$ cat src/rtl/sdram_arbiter.sv
// sdram_arbiter: grants the SDRAM command bus to one of the init, auto-refresh,
// write or read engines. Muxes the granted engine's cmd/addr/bank onto the pins,
// registers write data onto DQ and opens the DQ output enable for one burst
// after each WR command.
//
// Optional feature: define ARB_RR_EN to alternate write and read when both are
// pending in ARBIT. When it is undefined, write always beats read. Refresh
// always wins either way.
//
// Grant handshake: an engine holds its request (level) until it sees its grant.
// The grant is a registered level that stays high for the whole tenure. The
// engine ends the tenure with a one-cycle end pulse, or, for the write engine,
// by dropping write_req and raising it again after a refresh preemption.
// state_dbg (one-hot FSM state) and byte_end_seen are debug outputs.
module sdram_arbiter #(
   parameter int ADDR_W    = 12,
   parameter int DATA_W    = 16,
   parameter int BURST_LEN = 4,
   parameter int WD_CYCLES = 1023
) (
   input  logic              sys_clk,
   input  logic              sys_rst,
   input  logic              init_end,
   input  logic [3:0]        init_cmd,
   input  logic [ADDR_W-1:0] init_addr,
   input  logic              aref_req,
   input  logic              aref_end,
   input  logic [3:0]        aref_cmd,
   input  logic [ADDR_W-1:0] aref_addr,
   input  logic              write_req,
   input  logic              write_end,
   input  logic              byte_end,
   input  logic [3:0]        write_cmd,
   input  logic [ADDR_W-1:0] write_addr,
   input  logic [1:0]        bank_addr,
   input  logic [DATA_W-1:0] write_data,
   input  logic              read_req,
   input  logic              read_end,
   input  logic [3:0]        read_cmd,
   input  logic [ADDR_W-1:0] read_addr,
   input  logic [1:0]        read_bank,
   output logic              aref_en,
   output logic              write_en,
   output logic              read_en,
   output logic              refresh_req,
   output logic              sdram_cke,
   output logic              sdram_cs_n,
   output logic              sdram_ras_n,
   output logic              sdram_cas_n,
   output logic              sdram_we_n,
   output logic [1:0]        sdram_ba,
   output logic [ADDR_W-1:0] sdram_addr,
   output logic [DATA_W-1:0] sdram_dq_out,
   output logic              sdram_dq_oe,
   output logic              arb_err,
   output logic [4:0]        state_dbg,
   output logic              byte_end_seen
);

   localparam logic [3:0] CMD_NOP = 4'b0111;
   localparam logic [3:0] CMD_WR  = 4'b0100;

   localparam int WD_W = $clog2(WD_CYCLES + 1);
   localparam logic [WD_W-1:0] WD_LAST = WD_W'(WD_CYCLES - 1);

   localparam int BL_W = $clog2(BURST_LEN + 1);
   localparam logic [BL_W-1:0] BL_RELOAD = BL_W'(BURST_LEN - 1);

   typedef enum logic [4:0] {
      ST_INIT  = 5'b00001,
      ST_ARBIT = 5'b00010,
      ST_AREF  = 5'b00100,
      ST_WRITE = 5'b01000,
      ST_READ  = 5'b10000
   } state_t;

   state_t            state;
   state_t            next_state;
   logic [WD_W-1:0]   wd_cnt;
   logic              tenure;
   logic              wd_fire;
   logic              req_low_seen;
   logic [BL_W-1:0]   oe_cnt;
   logic              wr_now;
   logic [3:0]        cmd;

`ifdef ARB_RR_EN
   // 1 = write was the last of write/read to be granted; resets to read
   logic              last_write;
`endif

   // A tenure is any state owned by a requesting engine; only these are watched
   assign tenure  = (state == ST_AREF) || (state == ST_WRITE) || (state == ST_READ);
   assign wd_fire = tenure && (wd_cnt == WD_LAST);

   // State register
   always_ff @(posedge sys_clk or posedge sys_rst) begin
      if (sys_rst) state <= ST_INIT;
      else         state <= next_state;
   end

   // Next-state: end pulses are handled before new requests; the watchdog overrides all
   always_comb begin
      next_state = state;
      case (state)
         ST_INIT: begin
            if (init_end) next_state = ST_ARBIT;
         end
         ST_ARBIT: begin
            if (aref_req) begin
               next_state = ST_AREF;
            end else if (write_req && read_req) begin
`ifdef ARB_RR_EN
               next_state = last_write ? ST_READ : ST_WRITE;
`else
               next_state = ST_WRITE;
`endif
            end else if (write_req) begin
               next_state = ST_WRITE;
            end else if (read_req) begin
               next_state = ST_READ;
            end
         end
         ST_AREF: begin
            if (aref_end) next_state = ST_ARBIT;
         end
         ST_WRITE: begin
            // A request edge after a low sample means the engine was preempted and
            // wants to rejoin arbitration behind the refresh.
            if (write_end || (req_low_seen && write_req)) next_state = ST_ARBIT;
         end
         ST_READ: begin
            if (read_end) next_state = ST_ARBIT;
         end
         default: next_state = ST_INIT;
      endcase
      if (wd_fire) next_state = ST_ARBIT;
   end

   // Grants are registered copies of the state being entered
   always_ff @(posedge sys_clk or posedge sys_rst) begin
      if (sys_rst) begin
         aref_en  <= 1'b0;
         write_en <= 1'b0;
         read_en  <= 1'b0;
      end else begin
         aref_en  <= (next_state == ST_AREF);
         write_en <= (next_state == ST_WRITE);
         read_en  <= (next_state == ST_READ);
      end
   end

`ifdef ARB_RR_EN
   // Remember which of write/read won last so the other wins the next tie
   always_ff @(posedge sys_clk or posedge sys_rst) begin
      if (sys_rst) begin
         last_write <= 1'b0;
      end else if (state == ST_ARBIT) begin
         if (next_state == ST_WRITE)     last_write <= 1'b1;
         else if (next_state == ST_READ) last_write <= 1'b0;
      end
   end
`endif

   // Tenure watchdog: zero on the first cycle of every state, counts inside tenures
   always_ff @(posedge sys_clk or posedge sys_rst) begin
      if (sys_rst)                   wd_cnt <= '0;
      else if (next_state != state)  wd_cnt <= '0;
      else if (tenure)               wd_cnt <= wd_cnt + 1'b1;
      else                           wd_cnt <= '0;
   end

   // Sticky error: only reset clears a watchdog expiry
   always_ff @(posedge sys_clk or posedge sys_rst) begin
      if (sys_rst)      arb_err <= 1'b0;
      else if (wd_fire) arb_err <= 1'b1;
   end

   // Per-tenure write flags: request-low history and burst-close debug marker
   always_ff @(posedge sys_clk or posedge sys_rst) begin
      if (sys_rst) begin
         req_low_seen  <= 1'b0;
         byte_end_seen <= 1'b0;
      end else if (state != ST_WRITE) begin
         req_low_seen  <= 1'b0;
         byte_end_seen <= 1'b0;
      end else begin
         if (!write_req) req_low_seen  <= 1'b1;
         if (byte_end)   byte_end_seen <= 1'b1;
      end
   end

   // Pin mux: combinational on the registered state, so commands pass with no added latency
   always_comb begin
      cmd        = CMD_NOP;
      sdram_addr = '0;
      sdram_ba   = 2'b00;
      case (state)
         ST_INIT: begin
            cmd        = init_cmd;
            sdram_addr = init_addr;
         end
         ST_AREF: begin
            cmd        = aref_cmd;
            sdram_addr = aref_addr;
         end
         ST_WRITE: begin
            cmd        = write_cmd;
            sdram_addr = write_addr;
            sdram_ba   = bank_addr;
         end
         ST_READ: begin
            cmd        = read_cmd;
            sdram_addr = read_addr;
            sdram_ba   = read_bank;
         end
         default: begin
            cmd        = CMD_NOP;
            sdram_addr = '0;
            sdram_ba   = 2'b00;
         end
      endcase
   end

   assign {sdram_cs_n, sdram_ras_n, sdram_cas_n, sdram_we_n} = cmd;

   // Write data arrives combinationally one cycle ahead; one register lines it up with WR
   always_ff @(posedge sys_clk or posedge sys_rst) begin
      if (sys_rst) sdram_dq_out <= '0;
      else         sdram_dq_out <= write_data;
   end

   // DQ enable: the WR cycle itself plus BURST_LEN-1 more; a new WR reloads the count
   assign wr_now = (state == ST_WRITE) && (write_cmd == CMD_WR);

   always_ff @(posedge sys_clk or posedge sys_rst) begin
      if (sys_rst)            oe_cnt <= '0;
      else if (wr_now)        oe_cnt <= BL_RELOAD;
      else if (oe_cnt != '0)  oe_cnt <= oe_cnt - 1'b1;
   end

   assign sdram_dq_oe = wr_now || (oe_cnt != '0);

   assign refresh_req = aref_req;
   assign sdram_cke   = 1'b1;
   assign state_dbg   = state;

endmodule

$ cat config.mk
export PLATFORM = sky130hd
export DESIGN_NAME = sdram_arbiter
export DESIGN_NICKNAME = d
export VERILOG_FILES = /design/src/rtl/sdram_arbiter.sv
export SDC_FILE = /design/constraint.sdc
export NUM_CORES = 1
export LEC_CHECK = 0
export ABC_AREA = 1
export BUFFER_PORTS_ARGS = -buffer_cell sky130_fd_sc_hd__buf_2
export CORE_ASPECT_RATIO = 1.2
export CORE_UTILIZATION = 46
export DETAILED_ROUTE_END_ITERATION = 16
export PLACE_DENSITY = 0.85
export SYNTH_ARGS = -nofsm -noshare
export SYNTH_HDL_FRONTEND = slang
export SYNTH_SLANG_ARGS = --single-unit
$ cat constraint.sdc
create_clock -name sys_clk -period 2.45 [get_ports sys_clk]
set_clock_uncertainty 0.05 [all_clocks]
set_input_delay 0.3675 -clock sys_clk [delete_from_list [all_inputs] [get_ports sys_clk]]
set_output_delay 0.3675 -clock sys_clk [all_outputs]
set_load 0.05 [all_outputs]
==> tab_implementation.tex <==
\begin{tabular}{lr}
\hline
Metric & Value \\
\hline
\multicolumn{2}{l}{\textbf{Cells and area}} \\
Count of fill cells added during filler insertion & 362 \\
Final design utilization & 0.711 \\
Combined flip-flop and latch cell area & $\sim$1000 µm² \\
Share of layout cells above drive strength 1 & 0.448 \\
Final instance count without filler cells & 511 \\
Count of inserted antenna diode cells & 0 \\
Multi-input logic area & 1110 µm² \\
Area added between synthesis and finish & 46.8\% \\
Cell area after layout & 3320 µm² \\
Final \#Nets & 550 \\
\multicolumn{2}{l}{\textbf{STA}} \\
Final-report setup violation count & 0 \\
Max Slew Vio Count & 0 \\
Hold violation count in the final report & 0 \\
Final period demand of the worst path & 2370 ps \\
Final critical-path share of the clock period & 0.967 \\
Highest clock frequency the design can meet & 422 MHz \\
\multicolumn{2}{l}{\textbf{Synthesis}} \\
FF+latch count, synth & 40 \\
Mean Syn Cell Area & between 7 and 8 µm² \\
Yosys cell types & 34 \\
Net count after synthesis & 395 \\
Mapped Cells & 297 \\
Top\_reg\_cell synth & sky130\_fd\_sc\_hd\_\_dfrtp\_1 \\
Sequential share of the synthesized area & 0.444 \\
Yosys warning count & 0 \\
Asr flop ratio synth & 1.00 \\
Top cells by area in the synthesized netlist & sky130\_fd\_sc\_hd\_\_dfrtp\_1, sky130\_fd\_sc\_hd\_\_nand2\_1, sky130\_fd\_sc\_hd\_\_inv\_1 \\
Area of the mapped netlist & 2260 µm² \\
Number of enable flip-flop cells after synthesis & 0 \\
Cell taking the most area after synthesis & sky130\_fd\_sc\_hd\_\_dfrtp\_1 \\
Top-area cell type share of the netlist area & 0.432 \\
\multicolumn{2}{l}{\textbf{Clocking}} \\
Clock insertion delay at the later pin of the skew report & 280 ps \\
Count of hold-fix buffers inserted at cts & 0 \\
CTS buffer count & 5 \\
Maximum level of the CTS H-tree & 2 \\
Clk slew on worst S/H paths & $\sim$80 ps \\
Clk Tree Root Cell & sky130\_fd\_sc\_hd\_\_clkbuf\_8 \\
Num Clock Sinks & 40 \\
Deepest clock path buffer count & 2 \\
TritonCTS clock tree & built \\
\multicolumn{2}{l}{\textbf{Critical path}} \\
Capturing point of the worst reg2reg path & wd\_cnt[3] \\
Startpoint-to-endpoint class of the critical path & flip-flop to output port \\
Kind of end point of the critical path & output port \\
Cells on worst reg2reg path & 12 \\
Crit Path Max Fanout & 7 \\
Largest stage delay on the critical path & 580 ps \\
Worst setup endpoint & sdram\_addr[8] \\
Critical Path Source Type & flip-flop \\
Crit path max-delay cell type & sky130\_fd\_sc\_hd\_\_dfstp\_2 \\
Launching element of the worst setup path & state\_dbg[0] \\
Data arrival time at the worst-slack endpoint & 1950 ps \\
Critical Path, Cell by Cell & nor2\_4 > nand3\_4 > clkinvlp\_4 > buf\_4 > nand2\_1 > nand4\_1 > buf\_4 \\
Worst path required time & 2030 ps \\
Beginning of the worst register-to-register path & state\_dbg[3] \\
Setup slack on the worst flop-to-flop path & 450 ps \\
Most frequent cell on the critical path & sky130\_fd\_sc\_hd\_\_buf\_4 \\
\multicolumn{2}{l}{\textbf{Global routing}} \\
Overall global routing resource usage & 0.266 \\
Pin count of the biggest net entering global routing & 41 \\
Antenna violations before repair & 0 \\
Total grt overflow & 0 \\
Vias in the first global route & 2439 \\
Wire length of the first global-routing pass & $\sim$11000 µm \\
\multicolumn{2}{l}{\textbf{Route}} \\
Count of antenna-violating nets left after detailed routing & 0 \\
Drt pass-1 iters & 4 \\
First-iteration detailed-routing DRC count & 136 \\
Average wire per cell in the routed design & 13.9 µm \\
Routed via count & between 2000 and 3000 \\
Number of remaining DRC errors & 0 \\
Sum of routed wire length over all layers & 7090 µm \\
Detailed-route vias per instance & about 5.0 \\
\multicolumn{2}{l}{\textbf{Floorplanning}} \\
Die Wd & 66.0 µm \\
Standard-cell row count & 27 \\
Initial standard-cell utilization of the core & 0.484 \\
Placeable core region & approximately 4700 µm² \\
I/O pin total & 141 \\
Area enclosed by the die boundary & 5200 µm² \\
Height of the die & 78.8 µm \\
\multicolumn{2}{l}{\textbf{Place}} \\
Number of buffers inserted by port buffering & 139 \\
Routability congestion estimate & 0.866 \\
Cell area after placement & just over 3000 µm² \\
Post-DP HPWL & roughly 5300 µm \\
Placed insts & 491 \\
\multicolumn{2}{l}{\textbf{Power}} \\
Leakage power total & 1.79 nW \\
Total power & 3.24 mW \\
Peak VDD IR & 0.645 mV \\
Ratio of total power to cell area & about 980 nW/µm² \\
\multicolumn{2}{l}{\textbf{Flow run}} \\
Number of max-cap violations & 0 \\
\multicolumn{2}{l}{\textbf{Min path}} \\
Worst min path class & input pin to flip-flop \\
\multicolumn{2}{l}{\textbf{Status}} \\
Status & finished, final reports clean \\
\hline
\end{tabular}
-- area by class of cell --
class	count	share of cell area
Timing Repair Buffer	153	0.249
Clock buffer	5	0.0208
Tap cell	58	0.0219
Multi-Input combinational cell	206	0.335
Sequential cell	40	0.303
Timing Repair inverter	2	0.00377
Clock inverter	3	0.0128
Inverter	44	0.0532
-- state kept, by name, indices dropped and copies added, names as in the netlist --
name,cells
arb_err,1
aref_en,1
byte_end_seen,1
oe_cnt,3
read_en,1
req_low_seen,1
sdram_dq_out,16
state_dbg,5
wd_cnt,10
write_en,1
-- cells in the mapped netlist, types with 2 or more instances --
cell                       instances
sky130_fd_sc_hd__nor2_2           12
sky130_fd_sc_hd__nand2_2           2
sky130_fd_sc_hd__nand4_1          20
sky130_fd_sc_hd__inv_1            40
sky130_fd_sc_hd__or2_2             2
sky130_fd_sc_hd__a21oi_1           5
sky130_fd_sc_hd__nand3_1          14
sky130_fd_sc_hd__o21ai_0           3
sky130_fd_sc_hd__nand2_1          97
sky130_fd_sc_hd__clkbuf_1          3
sky130_fd_sc_hd__o21bai_1          2
sky130_fd_sc_hd__nor2_4            3
sky130_fd_sc_hd__nor2_1           22
sky130_fd_sc_hd__o211ai_1          2
sky130_fd_sc_hd__dfrtp_1          39
sky130_fd_sc_hd__inv_2             2
sky130_fd_sc_hd__ha_1              4
sky130_fd_sc_hd__nor3_1            2
sky130_fd_sc_hd__a22o_1            4
sky130_fd_sc_hd__nand3_2           4
sky130_fd_sc_hd__buf_4             2
-- through the flow --
step	hold WS [ps]	setup WS [ps]	setup TNS (ps)
2_1_floorplan	349	86.8	0
3_3_place_gp	407	320	0
3_5_place_dp	398	283	0
4_1_cts	122	3.23	0
5_1_grt	115	-8.56	-16.6
6_report	132	81.5	0
-- how the worst min path moves through the flow --
| stage | start | endpoint | slack [ps] | cells past startpoint |
|---|---|---|---|---|
| floorplan | write_data[0] | sdram_dq_out[0] | 350 | 0 |
| global placement | arb_err | arb_err | 410 | 2 |
| detailed placement | arb_err | arb_err | 400 | 2 |
| CTS | write_data[12] | sdram_dq_out[12] | 120 | 1 |
| global route | write_data[8] | sdram_dq_out[8] | 120 | 1 |
| finish | write_data[12] | sdram_dq_out[12] | 130 | 1 |
-- critical path: cells and delay by family, from the launching register on --
kind,cells,cell delay (ps)
flops,1,580
buf+inv,3,650
simple gates,4,420
-- power breakdown --
group	leakage, nW	total (mW)	internal, mW	switching (mW)
Combinational	1.23	1.92	0.564	1.35
Sequential	0.505	0.797	0.739	0.0581
Clock	0.0541	0.524	0.301	0.223
Total	1.79	3.24	1.60	1.63
-- layer usage --
layer  vias up  part of all wire  global-route usage
met5         -                 0                   0
met4         0             0.017              0.0957
met3         9             0.052              0.0431
met2       117              0.54               0.483
met1      1174              0.39               0.309
li1       1252                 -                   -
-- placed cells by master (no fill, tap or decap), types with 3 or more instances in the layout --
cell,count
sky130_fd_sc_hd__buf_4,16
sky130_fd_sc_hd__nor2_2,14
sky130_fd_sc_hd__nand3_4,5
sky130_fd_sc_hd__inv_1,39
sky130_fd_sc_hd__clkinvlp_4,4
sky130_fd_sc_hd__nor2_1,20
sky130_fd_sc_hd__nand4_1,20
sky130_fd_sc_hd__clkbuf_4,6
sky130_fd_sc_hd__dfrtp_1,36
sky130_fd_sc_hd__o21ai_0,3
sky130_fd_sc_hd__clkbuf_8,5
sky130_fd_sc_hd__dfrtp_2,3
sky130_fd_sc_hd__ha_1,4
sky130_fd_sc_hd__nor2_4,3
sky130_fd_sc_hd__nand2_1,97
sky130_fd_sc_hd__a21oi_1,5
sky130_fd_sc_hd__buf_2,130
sky130_fd_sc_hd__nand3_1,13
sky130_fd_sc_hd__a22o_1,4
-- timing repair --
action	in CTS	in global routing
resized for setup	2	26
gates cloned	0	2
pin swaps	0	3
setup endpoints to repair	2	14
buffers inserted	0	10
-- kinds of logic after synthesis --
family | count (synthesis) | share of synthesized area
fa+ha+maj | 4 | 0.0222
buf+inv | 51 | 0.0892
other cells | 1 | 0.00166
compound gates | 20 | 0.0593
flops | 40 | 0.444
simple gates | 181 | 0.384
No activity file was read; power rests on OpenSTA's default activity.
